<file path="config.mk">
export PLATFORM = sky130hd
export DESIGN_NAME = alu_ctrl_sequencer
export DESIGN_NICKNAME = d
export VERILOG_FILES = /design/src/rtl/alu_ctrl_sequencer.sv
export SDC_FILE = /design/constraint.sdc
export NUM_CORES = 1
export LEC_CHECK = 0
export CORE_UTILIZATION = 25
export DETAILED_ROUTE_END_ITERATION = 10
export DONT_BUFFER_PORTS = 1
export GPL_TIMING_DRIVEN = 0
export HOLD_SLACK_MARGIN = 0.15
export MAX_ROUTING_LAYER = met4
export SLEW_MARGIN = 20
export SYNTH_ARGS = -nofsm -noshare
export SYNTH_HDL_FRONTEND = slang
export SYNTH_SLANG_ARGS = --single-unit
</file>
<file path="constraint.sdc">
create_clock -name clk -period 1.8 [get_ports clk]
set_input_delay 0.36 -clock clk [delete_from_list [all_inputs] [get_ports clk]]
set_output_delay 0.36 -clock clk [all_outputs]
set_load 0.02 [all_outputs]
</file>
<file path="src/rtl/alu_ctrl_sequencer.sv">
// Registered ALU control sequencer: accepts an opcode over a valid/ready handshake,
// decodes it through parameter masks into ALU strobes, holds them for EXEC_CYCLES, then pulses done.
module alu_ctrl_sequencer #(
  parameter int                   OP_W        = 4,
  parameter logic [(1<<OP_W)-1:0] LOAD_MASK   = 16'h03FF,
  parameter logic [(1<<OP_W)-1:0] ARITH_MASK  = 16'h038B,
  parameter logic [(1<<OP_W)-1:0] RST_MASK    = 16'h8000,
  parameter int                   EXEC_CYCLES = 2
) (
  input  logic            clk,
  input  logic            rst,
  input  logic [OP_W-1:0] op,
  input  logic            op_valid,
  output logic            op_ready,
  output logic [OP_W-1:0] out_reg,
  output logic            alu_rst,
  output logic            load,
  output logic            arithmetic,
  output logic            busy,
  output logic            done
);

  if (EXEC_CYCLES < 1 || EXEC_CYCLES > 255) begin : g_bad_exec_cycles
    $error("alu_ctrl_sequencer: EXEC_CYCLES must be in 1..255");
  end

  localparam logic [7:0] EXEC_LOAD = 8'(EXEC_CYCLES - 1);

  typedef enum logic [1:0] {
    S_IDLE = 2'd0,
    S_EXEC = 2'd1,
    S_DONE = 2'd2
  } state_t;

  state_t          state_q, state_d;
  logic [7:0]      cnt_q, cnt_d;
  logic [OP_W-1:0] out_reg_q, out_reg_d;
  logic            alu_rst_q, alu_rst_d;
  logic            load_q, load_d;
  logic            arith_q, arith_d;
  logic            busy_q, busy_d;
  logic            done_q, done_d;

  // Handshake: an opcode transfers on a rising edge where op_valid and op_ready
  // are both high; op_ready is high only in IDLE, so the source must hold op_valid.
  always_comb begin
    state_d   = state_q;
    cnt_d     = cnt_q;
    out_reg_d = out_reg_q;
    alu_rst_d = alu_rst_q;
    load_d    = load_q;
    arith_d   = arith_q;
    busy_d    = busy_q;
    done_d    = 1'b0;
    case (state_q)
      S_IDLE: begin
        if (op_valid) begin
          state_d   = S_EXEC;
          cnt_d     = EXEC_LOAD;
          out_reg_d = op;
          alu_rst_d = RST_MASK[op];
          load_d    = LOAD_MASK[op];
          arith_d   = ARITH_MASK[op];
          busy_d    = 1'b1;
        end
      end
      S_EXEC: begin
        if (cnt_q == 8'd0) begin
          state_d   = S_DONE;
          alu_rst_d = 1'b0;
          load_d    = 1'b0;
          arith_d   = 1'b0;
          busy_d    = 1'b0;
          done_d    = 1'b1;
        end else begin
          cnt_d = cnt_q - 8'd1;
        end
      end
      S_DONE: begin
        state_d = S_IDLE;
      end
      default: begin
        state_d   = S_IDLE;
        alu_rst_d = 1'b0;
        load_d    = 1'b0;
        arith_d   = 1'b0;
        busy_d    = 1'b0;
      end
    endcase
  end

  always_ff @(posedge clk) begin
    if (rst) begin
      state_q   <= S_IDLE;
      cnt_q     <= 8'd0;
      out_reg_q <= '0;
      alu_rst_q <= 1'b0;
      load_q    <= 1'b0;
      arith_q   <= 1'b0;
      busy_q    <= 1'b0;
      done_q    <= 1'b0;
    end else begin
      state_q   <= state_d;
      cnt_q     <= cnt_d;
      out_reg_q <= out_reg_d;
      alu_rst_q <= alu_rst_d;
      load_q    <= load_d;
      arith_q   <= arith_d;
      busy_q    <= busy_d;
      done_q    <= done_d;
    end
  end

  assign op_ready   = (state_q == S_IDLE);
  assign out_reg    = out_reg_q;
  assign alu_rst    = alu_rst_q;
  assign load       = load_q;
  assign arithmetic = arith_q;
  assign busy       = busy_q;
  assign done       = done_q;

endmodule
</file>
==> results of run 1 <==
-- worst reg2reg max path, stage by stage (launching register included) --
cell     delay [ns]
dfxtp_2        0.35
or4_4          0.54
or4_4          0.55
a31o_1         0.23
-- area by class of cell --
| cell class | instances | share of cell area |
|---|---|---|
| repair buffers | 2 | 0.01695 |
| clock buffers | 3 | 0.02179 |
| multi-input cells | 75 | 0.4831 |
| flip-flops and latches | 19 | 0.3729 |
| inverters | 4 | 0.01453 |
| clock inverters | 1 | 0.004843 |
| plain buffers | 4 | 0.03027 |
| well taps | 46 | 0.05569 |
-- report_power, final --
part	switching, µW	leakage (µW)	total, µW	internal [µW]
Clock	137	0.0000177	220	82.9
Combinational	292	0.000201	577	284
Sequential	114	0.000157	620	505
Total	544	0.000376	1420	873
-- metrics by stage --
stage	cell area (µm²)	TNS, ns	worst slack, ns
floorplan	877.1	0	0.08691
global placement	934.6	-0.01509	-0.01509
detailed placement	934.6	-0.05269	-0.05269
CTS	973.4	0	0.002194
global route	1033	-0.02089	-0.01983
finish	1033	0	0.03101
-- what timing repair did --
item / 4_1_cts / 5_1_grt
setup buffers: 1 / 0
setup endpoints to repair: 1 / 10
hold endpoints to repair: 0 / 1
pin swaps: 1 / 2
gates resized for setup: 2 / 15
hold buffers: 0 / 1
-- logic make-up after synthesis --
| logic type | Yosys count | share of synthesized area |
|---|---|---|
| and+or+nand+nor | 45 | 0.2967 |
| AOI/OAI and AO/OA | 28 | 0.1954 |
| DFF | 19 | 0.4337 |
| buffers and inverters | 8 | 0.04564 |
| adders and majority gates | 2 | 0.02853 |
-- cells in the final DEF (no fill, tap or decap), types with 2 or more instances in the layout --
master    synthesis  final
dfxtp_2           0      4
or4_4             2      3
nor2_1            7      7
buf_6             1      2
a22o_1            3      3
nand2b_1          2      2
nor3_1            2      2
a21oi_1          13     12
inv_2             0      2
clkbuf_4          0      3
o21ai_0           5      5
o31ai_1           2      2
nand2_1          12     12
nor3b_2           0      2
inv_1             4      2
dfxtp_1          19     15
or4_1             4      3
or3_1             4      4
-- path summary, 6_finish.rpt --
path,endpoint,cells past startpoint
setup reg to reg,cnt_q[7],3
hold reg to reg,cnt_q[5],2
hold / removal,out_reg[3],2
setup / recovery,cnt_q[7],3
-- routing by layer --
metal,vias up,part of all wire,track usage
met4,0,0.010,0.05844
met2,17,0.49,0.1599
met1,352,0.45,0.1290
met3,4,0.046,0.02731
met5,-,0,-
li1,380,-,-
==> out/metrics.csv, run 1 <==
stage,metric,value,unit
run_status,status,"complete, no violations",
drt,vias,753,
global_route,vias in the first global route,670,
drt,routed len/inst,12.08,µm
synth,register area share after synthesis,0.4337,
timing,fin crit period,1.769,ns
synth,net count after synthesis,111,
hold_path,worst hold path type,input pin to flip-flop,
global_route,largest net degree at the start of global routing,12,
timing,Tightest Pin Transition,0.4416,ns
worst_setup_path,Startpoint Class,flip-flop,
finish,fin util,0.3097,
hold_path,hold path startpoint,op[3],
timing,Max transition margin,0.7056,
drt,1st-pass router iterations,3,
power,Tot Pwr,1416,µW
synth,warnings from Yosys,0,
power,VDD IR max,0.0006386,V
worst_setup_path,CP max-delay cell,or4_4,
synth,most instantiated cells after synthesis,"dfxtp_1 (19), a21oi_1 (13), nand2_1 (12)",
worst_setup_path,CP Capture Type,flip-flop,
cts,worst skew pair latency,0.30,ns
synth,Synth cell types,31,
worst_setup_path,crit path DAT,1.97,ns
flow_run,max cap viols,0,
synth,synthesized flop and latch total,19,
drt,post-route ant nets,0,
cts,Clock Pin Slew Worst Setup and Hold Paths,0.11,ns
cts,H-tree depth,1,
floorplan,std cell rows,21,
timing,"Hold Vio Cnt, Final",0,
place,gpl congestion,0.7625,
finish,Area Overhead vs Synth,17.83,%
floorplan,Die H,61.23,µm
worst_setup_path,Critical Path RT,2.00,ns
global_route,first-pass GRT wire length,2.808,mm
place,IO buf count,0,
synth,most frequent cell after synthesis,dfxtp_1,
finish,fin cells,154,
timing,Setup Skew,0.005282,ns
finish,multi-input logic area,499.2,µm²
floorplan,Die X,61.23,µm
timing,count of final setup violators,0,
global_route,GRT Overall Usage,0.1063,
finish,n_diodes,0,
worst_setup_path,CP bufs+invs,0,
synth,Main synth FF type,dfxtp_1,
finish,Final #Nets,118,
finish,Fill cells,360,
place,Placed Cells,148,
synth,Post-synth EDFFs,0,
timing,Hold WS,0.1787,ns
synth,synthesized area per cell,8.599,µm²
cts,Max clock buf depth,2,
global_route,initial antenna violation count,0,
cts,TritonCTS buffer count,3,
floorplan,core area,3337,µm²
drt,Post-Route WL,1.860,mm
worst_setup_path,Worst path max stage delay,0.55,ns
finish,Register Area,385.4,µm²
finish,share of layout cells above drive strength 1,0.2593,
timing,Max Freq,0.5653,GHz
synth,"Cell Area, Synth",877.1,µm²
synth,top cell type by total area after synthesis,dfxtp_1,
cts,clock sink count,19,
drt,post-DR vias/cell,4.890,
worst_setup_path,FF-to-FF Start,cnt_q[5],
synth,fraction of registers with async set/reset,0,
floorplan,die area,3749,µm²
floorplan,IO Pins,17,
place,post-detail-place hpwl,1.375,mm
drt,Iter 0 DRT Violations,14,
synth,post-synth top area share,0.4337,
power,PwrDens,1370,nW/µm²
floorplan,Starting Density,0.2628,
power,LEAKAGE,0.0003764,µW
cts,CTS tree,done,
synth,Mapped Cells,102,
worst_setup_path,largest fanout on the critical path,4,
finish,max reg flops,8,
worst_setup_path,"most used cell, CP",or4_4,
cts,clock root cell,clkbuf_4,
worst_setup_path,CP Launch Point,cnt_q[5],
worst_setup_path,Top delay family on crit path,simple AND/OR/NAND/NOR gates,
timing,Tcrit/Tclk final,0.9828,
global_route,grt total ovfl,0,
worst_setup_path,Reg2Reg Setup Slack,0.03,ns
worst_setup_path,Setup CP Type,flip-flop to flip-flop,
worst_setup_path,crit-path cells,or4_4 > or4_4 > a31o_1,
synth,synth top area cells,"dfxtp_1 (43%), a21oi_1 (7.4%), nand2_1 (5.1%)",
timing,Max Slew Vio Count,0,
drt,DRC,0,
Note: power is estimated with default switching activity, not from simulation.
==> run 2, diff against run 1 <==
- ABC_CLOCK_PERIOD_IN_PS: default -> 1800
==> results of run 2 <==
No change in the layout: final DEF, timing and power equal those of run 1.
==> run 3, diff against run 2 <==
- CELL_PAD_IN_SITES_DETAIL_PLACEMENT: default -> 1
- CELL_PAD_IN_SITES_GLOBAL_PLACEMENT: default -> 2
- PLACE_DENSITY_LB_ADDON: default -> 0.1
==> run 3 against run 2 <==
- register-to-register slack improved by 0.03 ns
- fmax rose by 1.9%
- die area did not move
- critical path type unchanged
==> out/metrics.csv, run 3 (synthesis results as in run 1) <==
stage,metric,value,unit
timing,Max Slew Vio Count,0,
floorplan,Die X,61.23,µm
worst_setup_path,FF-to-FF Start,cnt_q[1],
floorplan,Starting Density,0.2628,
timing,Tightest Pin Transition,0.4275,ns
cts,worst skew pair latency,0.30,ns
timing,count of final setup violators,0,
finish,n_diodes,0,
global_route,GRT Overall Usage,0.1496,
power,LEAKAGE,0.0003802,µW
finish,fin util,0.3135,
worst_setup_path,CP Capture Type,flip-flop,
drt,routed len/inst,14.75,µm
cts,TritonCTS buffer count,3,
flow_run,max cap viols,0,
hold_path,hold path startpoint,op[3],
timing,setup tns final,0,ns
finish,"most common cell after layout, fill and taps aside",dfxtp_1,
timing,Max Freq,0.5761,GHz
run_status,status,"complete, no violations",
finish,most frequent cells in the layout,"dfxtp_1 (14), a21oi_1 (12), nand2_1 (12)",
drt,DRC,0,
drt,1st-pass router iterations,4,
timing,Setup Skew,0.003030,ns
timing,fin crit period,1.736,ns
cts,Max clock buf depth,2,
cts,H-tree depth,1,
power,PwrDens,1387,nW/µm²
cts,clock sink count,19,
finish,Final #Nets,119,
timing,Tcrit/Tclk final,0.9644,
worst_setup_path,Startpoint Class,flip-flop,
floorplan,IO Pins,17,
floorplan,core area,3337,µm²
global_route,vias in the first global route,767,
global_route,first-pass GRT wire length,3.843,mm
floorplan,std cell rows,21,
place,post-detail-place hpwl,1.648,mm
floorplan,Die H,61.23,µm
drt,Post-Route WL,2.287,mm
global_route,grt total ovfl,0,
timing,RSZ-0062 raised after global routing,true,
place,gpl congestion,0.7058,
timing,"Hold Vio Cnt, Final",0,
timing,Max transition margin,0.7150,
power,VDD IR max,0.0003951,V
finish,Area Overhead vs Synth,19.26,%
drt,post-DR vias/cell,5.019,
cts,Clock Pin Slew Worst Setup and Hold Paths,0.11,ns
drt,post-route ant nets,0,
floorplan,die area,3749,µm²
finish,max reg flops,8,
drt,Iter 0 DRT Violations,27,
place,IO buf count,0,
global_route,largest net degree at the start of global routing,11,
global_route,initial antenna violation count,0,
cts,clock root cell,clkbuf_4,
cts,CTS tree,done,
worst_setup_path,Setup CP Type,flip-flop to flip-flop,
timing,Hold WS,0.1845,ns
drt,vias,778,
worst_setup_path,Critical Path RT,2.04,ns
worst_setup_path,CP Launch Point,cnt_q[1],
place,DP Area,934.6,µm²
finish,share of layout cells above drive strength 1,0.2569,
hold_path,worst hold path type,input pin to flip-flop,
worst_setup_path,largest fanout on the critical path,10,
finish,Layout Cell Area excl Fill,1046,µm²
worst_setup_path,crit path DAT,1.97,ns
-- run 3: cell types whose count changed in the layout (fill, tap and decap cells not counted), sizes merged --
| cell | previous run | this run |
|---|---|---|
| buf | 4 | 5 |
| clkbuf | 4 | 5 |
| clkinv | 1 | 0 |
-- run 3: routing by layer --
metal | track usage | share of wire | up-vias
met5 | - | 0 | -
met4 | 0.05844 | 0.0096 | 0
met3 | 0.03361 | 0.026 | 2
met2 | 0.2205 | 0.47 | 8
met1 | 0.1977 | 0.49 | 388
li1 | - | - | 380
-- run 3: power by group --
part / internal, µW / switching (µW) / total (µW)
Combinational: 293 / 314 / 607
Clock: 86.2 / 137 / 223
Sequential: 508 / 113 / 621
Total: 887 / 564 / 1450
-- run 3: worst max-delay path, stage by stage, from the launching register on --
cell	delay, ns
dfxtp_2	0.34
inv_1	0.06
ha_2	0.20
nor3b_2	0.18
and3_4	0.16
buf_6	0.13
or3_2	0.46
a21oi_2	0.13
-- run 3: what timing repair did --
action,in CTS,in global routing
gates resized for setup,4,14
endpoints found under the setup margin,8,10
setup buffers,2,0
hold endpoints to repair,1,0
hold buffers,1,0
pin swaps,1,3
-- run 3: stage by stage --
| step | cells | setup WS [ns] | total power, µW |
|---|---|---|---|
| floorplan | 102 | 0.08691 | 1009 |
| global placement | 148 | -0.06041 | 1129 |
| detailed placement | 148 | -0.09789 | 1140 |
| CTS | 155 | 0.008370 | 1404 |
| global route | 155 | -0.006166 | 1585 |
| finish | 155 | 0.06410 | 1451 |
-- run 3: final timing paths --
check | end | slack [ns] | cells after the start
min reg2reg | cnt_q[5] | 0.51 | 2
max | cnt_q[2] | 0.06 | 7
max reg2reg | cnt_q[2] | 0.06 | 7
min | out_reg[3] | 0.18 | 2
-- run 3: final cells by class --
class | count | area (µm²)
inverter | 4 | 15.01
timing repair buffer | 3 | 25.02
buffer | 4 | 31.28
sequential | 19 | 389.1
clock buffer | 4 | 26.28
tap | 46 | 57.56
multi-input combinational | 75 | 501.7
fill | 408 | 2291
